===== config.mk =====
export PLATFORM = sky130hd
export DESIGN_NAME = memory_controller_flat
export DESIGN_NICKNAME = d
export VERILOG_FILES = /design/src/rtl/memory_controller_if.sv /design/src/rtl/memory_controller.sv /design/src/flat_wrapper.sv
export SDC_FILE = /design/constraint.sdc
export NUM_CORES = 1
export LEC_CHECK = 0
export ABC_CLOCK_PERIOD_IN_PS = 4000
export CAP_MARGIN = 40
export CORE_MARGIN = 4
export CORE_UTILIZATION = 49
export DETAILED_ROUTE_END_ITERATION = 8
export GPL_TIMING_DRIVEN = 0
export PLACE_DENSITY_LB_ADDON = 0.15
export SLEW_MARGIN = 15
export SYNTH_ARGS = -nofsm -noshare
export SYNTH_HDL_FRONTEND = slang
export SYNTH_SLANG_ARGS = --single-unit

===== constraint.sdc =====
create_clock -name clk_in -period 4 [get_ports clk_in]
set_clock_uncertainty 0.05 [all_clocks]
set_input_delay 0.8 -clock clk_in [delete_from_list [all_inputs] [get_ports clk_in]]
set_output_delay 0.8 -clock clk_in [all_outputs]
set_load 0.01 [all_outputs]

===== src/rtl/memory_controller_if.sv =====
// Bundles the fetch, load, store and byte-wide RAM signals of the memory controller.
// master is the requester/RAM side; slave is the controller.
interface memory_controller_if;
    logic        if_req;
    logic [31:0] if_addr;
    logic        if_done;
    logic [31:0] if_data;

    logic        ld_req;
    logic [31:0] ld_addr;
    logic [1:0]  ld_width;
    logic        ld_signed;
    logic        ld_done;
    logic [31:0] ld_data;

    logic        st_req;
    logic [31:0] st_addr;
    logic [1:0]  st_width;
    logic [31:0] st_data;
    logic        st_done;

    logic [7:0]  mem_din;
    logic [7:0]  mem_dout;
    logic [31:0] mem_a;
    logic        mem_wr;
    logic        io_buffer_full;

    modport master (
        output if_req, if_addr, ld_req, ld_addr, ld_width, ld_signed,
               st_req, st_addr, st_width, st_data, mem_din, io_buffer_full,
        input  if_done, if_data, ld_done, ld_data, st_done, mem_dout, mem_a, mem_wr
    );

    modport slave (
        input  if_req, if_addr, ld_req, ld_addr, ld_width, ld_signed,
               st_req, st_addr, st_width, st_data, mem_din, io_buffer_full,
        output if_done, if_data, ld_done, ld_data, st_done, mem_dout, mem_a, mem_wr
    );
endinterface


===== src/rtl/memory_controller.sv =====
// Byte-serial memory controller arbitrating store > load > fetch onto a byte-wide RAM
// with one-cycle read latency; supports flush (roll_back) and a global ready stall.
module memory_controller #(
    parameter logic [1:0] IO_REGION = 2'b11
) (
    input  logic               clk_in,
    input  logic               rst_in,
    input  logic               rdy_in,
    input  logic               roll_back,
    memory_controller_if.slave bus
);

    typedef enum logic [1:0] {StIdle, StFetch, StLoad, StStore} state_e;

    state_e      state_q, state_d;
    logic [2:0]  cnt_q, cnt_d;
    logic [2:0]  nbytes_q, nbytes_d;
    logic [31:0] addr_q, addr_d;
    logic [31:0] sdata_q, sdata_d;
    logic [31:0] rbuf_q, rbuf_d;
    logic [1:0]  width_q, width_d;
    logic        sgn_q, sgn_d;
    logic [31:0] mem_a_q, mem_a_d;
    logic [7:0]  mem_dout_q, mem_dout_d;
    logic        wr_q, wr_d;
    logic        if_done_q, if_done_d;
    logic        ld_done_q, ld_done_d;
    logic        st_done_q, st_done_d;
    logic [31:0] if_data_q, if_data_d;
    logic [31:0] ld_data_q, ld_data_d;

    // The RAM keeps reading the frozen address during a stall, so the byte that was on
    // mem_din when the stall began is parked here and replayed on the resume cycle.
    logic        stall_q;
    logic [7:0]  hold_q;
    logic [7:0]  din;
    logic [31:0] rd_word;
    logic        io_blocked;

    function automatic logic [2:0] nbytes(input logic [1:0] width);
        case (width)
            2'd0:    nbytes = 3'd1;
            2'd1:    nbytes = 3'd2;
            default: nbytes = 3'd4;
        endcase
    endfunction

    function automatic logic [31:0] extend(input logic [31:0] w, input logic [1:0] width,
                                           input logic sgn);
        case (width)
            2'd0:    extend = {{24{sgn & w[7]}}, w[7:0]};
            2'd1:    extend = {{16{sgn & w[15]}}, w[15:0]};
            default: extend = w;
        endcase
    endfunction

    always_comb begin
        din = stall_q ? hold_q : bus.mem_din;
        rd_word = rbuf_q;
        for (int k = 0; k < 4; k++) begin
            if (cnt_q == 3'(k + 1)) rd_word[8*k +: 8] = din;
        end
    end

    assign io_blocked = bus.st_req && !st_done_q && (bus.st_addr[17:16] == IO_REGION) &&
                        bus.io_buffer_full;

    always_comb begin
        state_d    = state_q;
        cnt_d      = cnt_q;
        nbytes_d   = nbytes_q;
        addr_d     = addr_q;
        sdata_d    = sdata_q;
        rbuf_d     = rbuf_q;
        width_d    = width_q;
        sgn_d      = sgn_q;
        mem_a_d    = mem_a_q;
        mem_dout_d = mem_dout_q;
        wr_d       = wr_q;
        if_data_d  = if_data_q;
        ld_data_d  = ld_data_q;
        if_done_d  = 1'b0;
        ld_done_d  = 1'b0;
        st_done_d  = 1'b0;

        unique case (state_q)
            StIdle: begin
                cnt_d = 3'd0;
                if (bus.st_req && !st_done_q) begin
                    if (!io_blocked) begin
                        state_d    = StStore;
                        addr_d     = bus.st_addr;
                        sdata_d    = bus.st_data;
                        nbytes_d   = nbytes(bus.st_width);
                        mem_a_d    = bus.st_addr;
                        mem_dout_d = bus.st_data[7:0];
                        wr_d       = 1'b1;
                    end
                end else if (!roll_back && bus.ld_req && !ld_done_q) begin
                    state_d  = StLoad;
                    addr_d   = bus.ld_addr;
                    nbytes_d = nbytes(bus.ld_width);
                    width_d  = bus.ld_width;
                    sgn_d    = bus.ld_signed;
                    mem_a_d  = bus.ld_addr;
                    rbuf_d   = 32'd0;
                end else if (!roll_back && bus.if_req && !if_done_q) begin
                    state_d  = StFetch;
                    addr_d   = bus.if_addr;
                    nbytes_d = 3'd4;
                    mem_a_d  = bus.if_addr;
                    rbuf_d   = 32'd0;
                end
            end
            StFetch, StLoad: begin
                if (roll_back) begin
                    state_d = StIdle;
                    cnt_d   = 3'd0;
                    mem_a_d = 32'd0;
                end else begin
                    rbuf_d = rd_word;
                    if (cnt_q == nbytes_q) begin
                        state_d = StIdle;
                        cnt_d   = 3'd0;
                        mem_a_d = 32'd0;
                        if (state_q == StFetch) begin
                            if_data_d = rd_word;
                            if_done_d = 1'b1;
                        end else begin
                            ld_data_d = extend(rd_word, width_q, sgn_q);
                            ld_done_d = 1'b1;
                        end
                    end else begin
                        cnt_d = cnt_q + 3'd1;
                        if ((cnt_q + 3'd1) < nbytes_q) begin
                            mem_a_d = addr_q + {29'd0, cnt_q} + 32'd1;
                        end
                    end
                end
            end
            StStore: begin
                if (cnt_q == nbytes_q - 3'd1) begin
                    state_d    = StIdle;
                    cnt_d      = 3'd0;
                    mem_a_d    = 32'd0;
                    mem_dout_d = 8'd0;
                    wr_d       = 1'b0;
                    st_done_d  = 1'b1;
                end else begin
                    cnt_d   = cnt_q + 3'd1;
                    mem_a_d = addr_q + {29'd0, cnt_q} + 32'd1;
                    for (int k = 0; k < 4; k++) begin
                        if (cnt_q + 3'd1 == 3'(k)) mem_dout_d = sdata_q[8*k +: 8];
                    end
                end
            end
            default: state_d = StIdle;
        endcase
    end

    always_ff @(posedge clk_in) begin
        if (rst_in) begin
            state_q    <= StIdle;
            cnt_q      <= 3'd0;
            nbytes_q   <= 3'd0;
            addr_q     <= 32'd0;
            sdata_q    <= 32'd0;
            rbuf_q     <= 32'd0;
            width_q    <= 2'd0;
            sgn_q      <= 1'b0;
            mem_a_q    <= 32'd0;
            mem_dout_q <= 8'd0;
            wr_q       <= 1'b0;
            if_done_q  <= 1'b0;
            ld_done_q  <= 1'b0;
            st_done_q  <= 1'b0;
            if_data_q  <= 32'd0;
            ld_data_q  <= 32'd0;
        end else if (rdy_in) begin
            state_q    <= state_d;
            cnt_q      <= cnt_d;
            nbytes_q   <= nbytes_d;
            addr_q     <= addr_d;
            sdata_q    <= sdata_d;
            rbuf_q     <= rbuf_d;
            width_q    <= width_d;
            sgn_q      <= sgn_d;
            mem_a_q    <= mem_a_d;
            mem_dout_q <= mem_dout_d;
            wr_q       <= wr_d;
            if_done_q  <= if_done_d;
            ld_done_q  <= ld_done_d;
            st_done_q  <= st_done_d;
            if_data_q  <= if_data_d;
            ld_data_q  <= ld_data_d;
        end
    end

    always_ff @(posedge clk_in) begin
        if (rst_in) begin
            stall_q <= 1'b0;
            hold_q  <= 8'd0;
        end else begin
            stall_q <= !rdy_in;
            if (!rdy_in && !stall_q) hold_q <= bus.mem_din;
        end
    end

    assign bus.mem_a    = mem_a_q;
    assign bus.mem_dout = mem_dout_q;
    assign bus.mem_wr   = wr_q & rdy_in;
    assign bus.if_done  = if_done_q;
    assign bus.if_data  = if_data_q;
    assign bus.ld_done  = ld_done_q;
    assign bus.ld_data  = ld_data_q;
    assign bus.st_done  = st_done_q;

endmodule


===== src/flat_wrapper.sv =====
// flat-port wrapper written by rule: the top's interface ports become plain ports
module memory_controller_flat 
#(
    parameter logic [1:0] IO_REGION = 2'b11
)
  (clk_in, rst_in, rdy_in, roll_back, bus_if_req, bus_if_addr, bus_ld_req, bus_ld_addr, bus_ld_width, bus_ld_signed, bus_st_req, bus_st_addr, bus_st_width, bus_st_data, bus_mem_din, bus_io_buffer_full, bus_if_done, bus_if_data, bus_ld_done, bus_ld_data, bus_st_done, bus_mem_dout, bus_mem_a, bus_mem_wr);
  memory_controller_if bus_i ();
  input  logic clk_in;
  input  logic rst_in;
  input  logic rdy_in;
  input  logic roll_back;
  input wire logic [$bits(bus_i.if_req)-1:0] bus_if_req;
  input wire logic [$bits(bus_i.if_addr)-1:0] bus_if_addr;
  input wire logic [$bits(bus_i.ld_req)-1:0] bus_ld_req;
  input wire logic [$bits(bus_i.ld_addr)-1:0] bus_ld_addr;
  input wire logic [$bits(bus_i.ld_width)-1:0] bus_ld_width;
  input wire logic [$bits(bus_i.ld_signed)-1:0] bus_ld_signed;
  input wire logic [$bits(bus_i.st_req)-1:0] bus_st_req;
  input wire logic [$bits(bus_i.st_addr)-1:0] bus_st_addr;
  input wire logic [$bits(bus_i.st_width)-1:0] bus_st_width;
  input wire logic [$bits(bus_i.st_data)-1:0] bus_st_data;
  input wire logic [$bits(bus_i.mem_din)-1:0] bus_mem_din;
  input wire logic [$bits(bus_i.io_buffer_full)-1:0] bus_io_buffer_full;
  output wire logic [$bits(bus_i.if_done)-1:0] bus_if_done;
  output wire logic [$bits(bus_i.if_data)-1:0] bus_if_data;
  output wire logic [$bits(bus_i.ld_done)-1:0] bus_ld_done;
  output wire logic [$bits(bus_i.ld_data)-1:0] bus_ld_data;
  output wire logic [$bits(bus_i.st_done)-1:0] bus_st_done;
  output wire logic [$bits(bus_i.mem_dout)-1:0] bus_mem_dout;
  output wire logic [$bits(bus_i.mem_a)-1:0] bus_mem_a;
  output wire logic [$bits(bus_i.mem_wr)-1:0] bus_mem_wr;
  assign bus_i.if_req = bus_if_req;
  assign bus_i.if_addr = bus_if_addr;
  assign bus_i.ld_req = bus_ld_req;
  assign bus_i.ld_addr = bus_ld_addr;
  assign bus_i.ld_width = bus_ld_width;
  assign bus_i.ld_signed = bus_ld_signed;
  assign bus_i.st_req = bus_st_req;
  assign bus_i.st_addr = bus_st_addr;
  assign bus_i.st_width = bus_st_width;
  assign bus_i.st_data = bus_st_data;
  assign bus_i.mem_din = bus_mem_din;
  assign bus_i.io_buffer_full = bus_io_buffer_full;
  assign bus_if_done = bus_i.if_done;
  assign bus_if_data = bus_i.if_data;
  assign bus_ld_done = bus_i.ld_done;
  assign bus_ld_data = bus_i.ld_data;
  assign bus_st_done = bus_i.st_done;
  assign bus_mem_dout = bus_i.mem_dout;
  assign bus_mem_a = bus_i.mem_a;
  assign bus_mem_wr = bus_i.mem_wr;
  memory_controller #(.IO_REGION(IO_REGION)) u_core (.clk_in(clk_in), .rst_in(rst_in), .rdy_in(rdy_in), .roll_back(roll_back), .bus(bus_i));
endmodule

==> qor.txt <==
length in cells of the worst reg-to-reg path: 9
Yosys cell types: 53
num rows: 54
switching power: 1.647 mW
maximum fanout along the worst path: 10
Req. time, crit path: 3.15 ns
outcome: complete, no violations
area of the die: 0.02451 sq mm
shortest clock period the worst path allows after layout: 3.788 ns
Post-CTS Setup Inserts: 0
total clock sinks: 224
die span in y: 156.6 um
setup repair after global routing missed its margin: no
clk buf depth: 3
relative contribution of sequential cells to total power: 0.403
mean instance size in the synthesized netlist: 7.697 sq um
syn nets: 1574
wire length of the first global-routing pass: 58080 um
Net count, final: 1856
FF-to-FF Start: u_core.state_q[0]$_SDFFE_PP0P_
core area: 0.02176 sq mm
main flop type after synthesis: sky130_fd_sc_hd__dfxtp_1
DRC: 0
top library cells by usage in the layout, fill and taps aside: sky130_fd_sc_hd__nand2_1 (270), sky130_fd_sc_hd__clkdlybuf4s50_1 (255), sky130_fd_sc_hd__dfxtp_1 (224)
sequential fraction of the synthesis area: 0.4147
data arrival time of the critical path: 2.94 ns
CP cell instances: clkdlybuf4s50_1, clkbuf_1, clkbuf_2, and2_1, clkdlybuf4s50_1
most common library cell in the layout ignoring fill and taps: sky130_fd_sc_hd__nand2_1
per-cell via count in the routed design: 5.713
register clock-pin slew on the reported worst setup and hold paths: 0.06 ns
routed wire length: 37980 um
reg2reg end: u_core.bus.ld_data[19]$_SDFFE_PP0P_
count of antenna diodes in the layout: 0
cell family with the largest share of critical-path delay: buffers and inverters
initial antenna violation count: 0
Slowest cell on crit path: sky130_fd_sc_hd__clkdlybuf4s50_1
detailed-route via count: 11330
Critical Path Start: rdy_in
overall track demand over capacity in global routing: 0.2940
number of global-route vias before repair: 10790
Internal Pwr Total: 4.426 mW
final hold violation count: 0
initial core utilization: 0.4971
fin. max-slew vios: 0
worst hold slack: 0.4059 ns
root buffer selected by CTS: sky130_fd_sc_hd__clkbuf_16
number of placed I/O pins: 257
final antenna-violating net count: 0
post-layout utilization of the core: 0.6728
clock network fraction of total power: 0.419
max-cap viol count: 0
number of buffers and inverters on the critical path: 4
Skew-Pair Late Insertion Delay: 0.52 ns
final cycle utilization of the critical path: 0.9470
number of buffers inserted by hold repair at cts: 0
Async S/R FF share, synth: 0
layout cell share with drive strength beyond 1: 0.04930
Max rail drop VDD: 0.0002777 V
critical path capture point type: output pin
Worst Hold Class: flip-flop to flip-flop
internal reg-to-reg setup slack: 0.40 ns
CTS Buf Count: 24
total of buffers placed on input and output ports: 255
power per cell area: 414.9 mW/mm^2
Worst Max-Slew Pin Slew: 0.9220 ns
depth of the CTS H-tree: 1
last weighted congestion value of the routability-driven placer: 0.9469
Setup TNS Final: 0 ns
number of synthesized flops with an enable pin: 0
maximum number of pins on one net before global-route repair: 16
mapped cell area: 0.01081 sq mm
kind of launch point of the worst setup path: primary input
Yosys warning total: 0
Gate power share: 0.178
path type of the worst setup path: primary input to output pin
die width: 156.6 um
placed wire-length estimate after detailed placement: 28110 um
clock tree from TritonCTS: done
end point of the critical path: bus_mem_wr
instance count of the mapped netlist: 1405
maximum clock frequency: 0.2640 GHz
delay of the slowest cell on the worst path: 0.57 ns
first-pass iteration count of the detailed router: 6
cell repeated most along the worst path: sky130_fd_sc_hd__clkdlybuf4s50_1
violation count after the first detailed-routing iteration: 921
switching power share of the total: 0.2712
aggregate global routing overflow: 0
Slew HR: 0.3840
Levels on crit path: 5
final setup fails: 0
register bit count reported by yosys: 224
average wire per cell in the routed design: 19.14 um
static leakage: 5.460 nW
Layout area overhead: 35.36%
[area by class of cell]
type	instances	area, sq um
plain buffers	102	401.6
fillers	1882	7118
clock inverters	10	188.9
repair buffers	256	2557
inverters	21	78.83
flip-flops and latches	224	4484
well taps	280	350.3
multi-input cells	1058	5851
clock buffers	33	725.7
[tightest hold or removal path, stage by stage, from the launching register on]
cell and delay [ns]:
sky130_fd_sc_hd__dfxtp_1 0.31, sky130_fd_sc_hd__nand2_1 0.05, sky130_fd_sc_hd__a21oi_1 0.05
[layer usage]
layer | vias up | GRT usage | wire [um]
met1 | 5336 | 0.4037 | 16220
li1 | 5414 | - | -
met4 | 0 | 0.07645 | 983
met2 | 498 | 0.4810 | 17660
met3 | 86 | 0.05171 | 3110
met5 | - | 0 | 0
[power groups by stage]
stage	Combinational [mW]	Sequential (mW)	Clock [mW]
4_1_cts	1.07	2.45	2.55
6_report	1.08	2.45	2.54
3_3_place_gp	1.04	2.49	0
5_1_grt	1.16	2.46	2.65
2_1_floorplan	0.525	2.51	0
3_5_place_dp	1.06	2.50	0
[per-stage QoR]
| stage | power (mW) | cells | cell area, sq um | setup WS [ns] |
|---|---|---|---|---|
| after floorplan | 3.037 | 1405 | 10810 | 1.392 |
| after global placement | 3.534 | 1940 | 13720 | 0.1125 |
| after detailed placement | 3.554 | 1941 | 13720 | 0.1348 |
| after CTS | 6.071 | 1984 | 14640 | 0.1137 |
| after global routing | 6.275 | 1984 | 14640 | 0.1175 |
| final | 6.073 | 1984 | 14640 | 0.2120 |
[cells in the mapped netlist, drive strengths merged (10+ instances only)]
master,instances,area (sq um)
a21oi,137,685.7
mux2i,29,290.3
inv,19,71.32
o21ai,43,215.2
nor4,10,106.4
nor2b,17,106.4
dfxtp,224,4484
a22oi,38,285.3
a221oi,24,210.2
mux2,10,112.6
xor2,18,157.7
xnor2,15,131.4
clkbuf,83,311.6
nor3b,20,155.1
a211oi,45,337.8
nand2,270,1013
nor2,209,787.0
nor3,36,210.2
buf,19,88.84
a31oi,21,131.4
ha,19,237.7
nand3,28,140.1
nand2b,11,68.82
[timing repair]
item	4_1_cts	5_1_grt
gates resized for setup	0	2
setup endpoints to repair	0	1
hold endpoints to repair	0	0
[flip-flops by register name, indices dropped and copies added (netlist names)]
name and flops:
u_core.cnt_q 3, u_core.sdata_q 32, u_core.bus.mem_dout 8, u_core.stall_q 1, u_core.bus.st_done 1, u_core.bus.mem_a 32, u_core.sgn_q 1, u_core.bus.ld_done 1
u_core.bus.if_data 32, u_core.state_q 2, u_core.wr_q 1, u_core.rbuf_q 32, u_core.addr_q 32, u_core.nbytes_q 3, u_core.bus.if_done 1, u_core.bus.ld_data 32
u_core.hold_q 8, u_core.width_q 2
[logic make-up after synthesis]
family	Yosys count	synth area share
fa+ha+maj	20	0.02383
flops	224	0.4147
xor+xnor	34	0.02881
simple gates	631	0.2587
compound gates	334	0.1924
mux	39	0.03726
buf+inv	123	0.04431
[worst min path at each step]
stage | cells past startpoint | start | slack, ns | endpoint
2_1_floorplan | 2 | u_core.addr_q[12]$_SDFFE_PP0P_ | 0.38 | u_core.addr_q[12]$_SDFFE_PP0P_
3_3_place_gp | 2 | u_core.addr_q[12]$_SDFFE_PP0P_ | 0.39 | u_core.addr_q[12]$_SDFFE_PP0P_
3_5_place_dp | 2 | u_core.sdata_q[13]$_SDFFE_PP0P_ | 0.40 | u_core.sdata_q[13]$_SDFFE_PP0P_
4_1_cts | 2 | u_core.sdata_q[13]$_SDFFE_PP0P_ | 0.40 | u_core.sdata_q[13]$_SDFFE_PP0P_
5_1_grt | 2 | u_core.sdata_q[2]$_SDFFE_PP0P_ | 0.42 | u_core.sdata_q[2]$_SDFFE_PP0P_
6_report | 2 | u_core.sdata_q[13]$_SDFFE_PP0P_ | 0.41 | u_core.sdata_q[13]$_SDFFE_PP0P_
(Power assumes the default switching activity.)
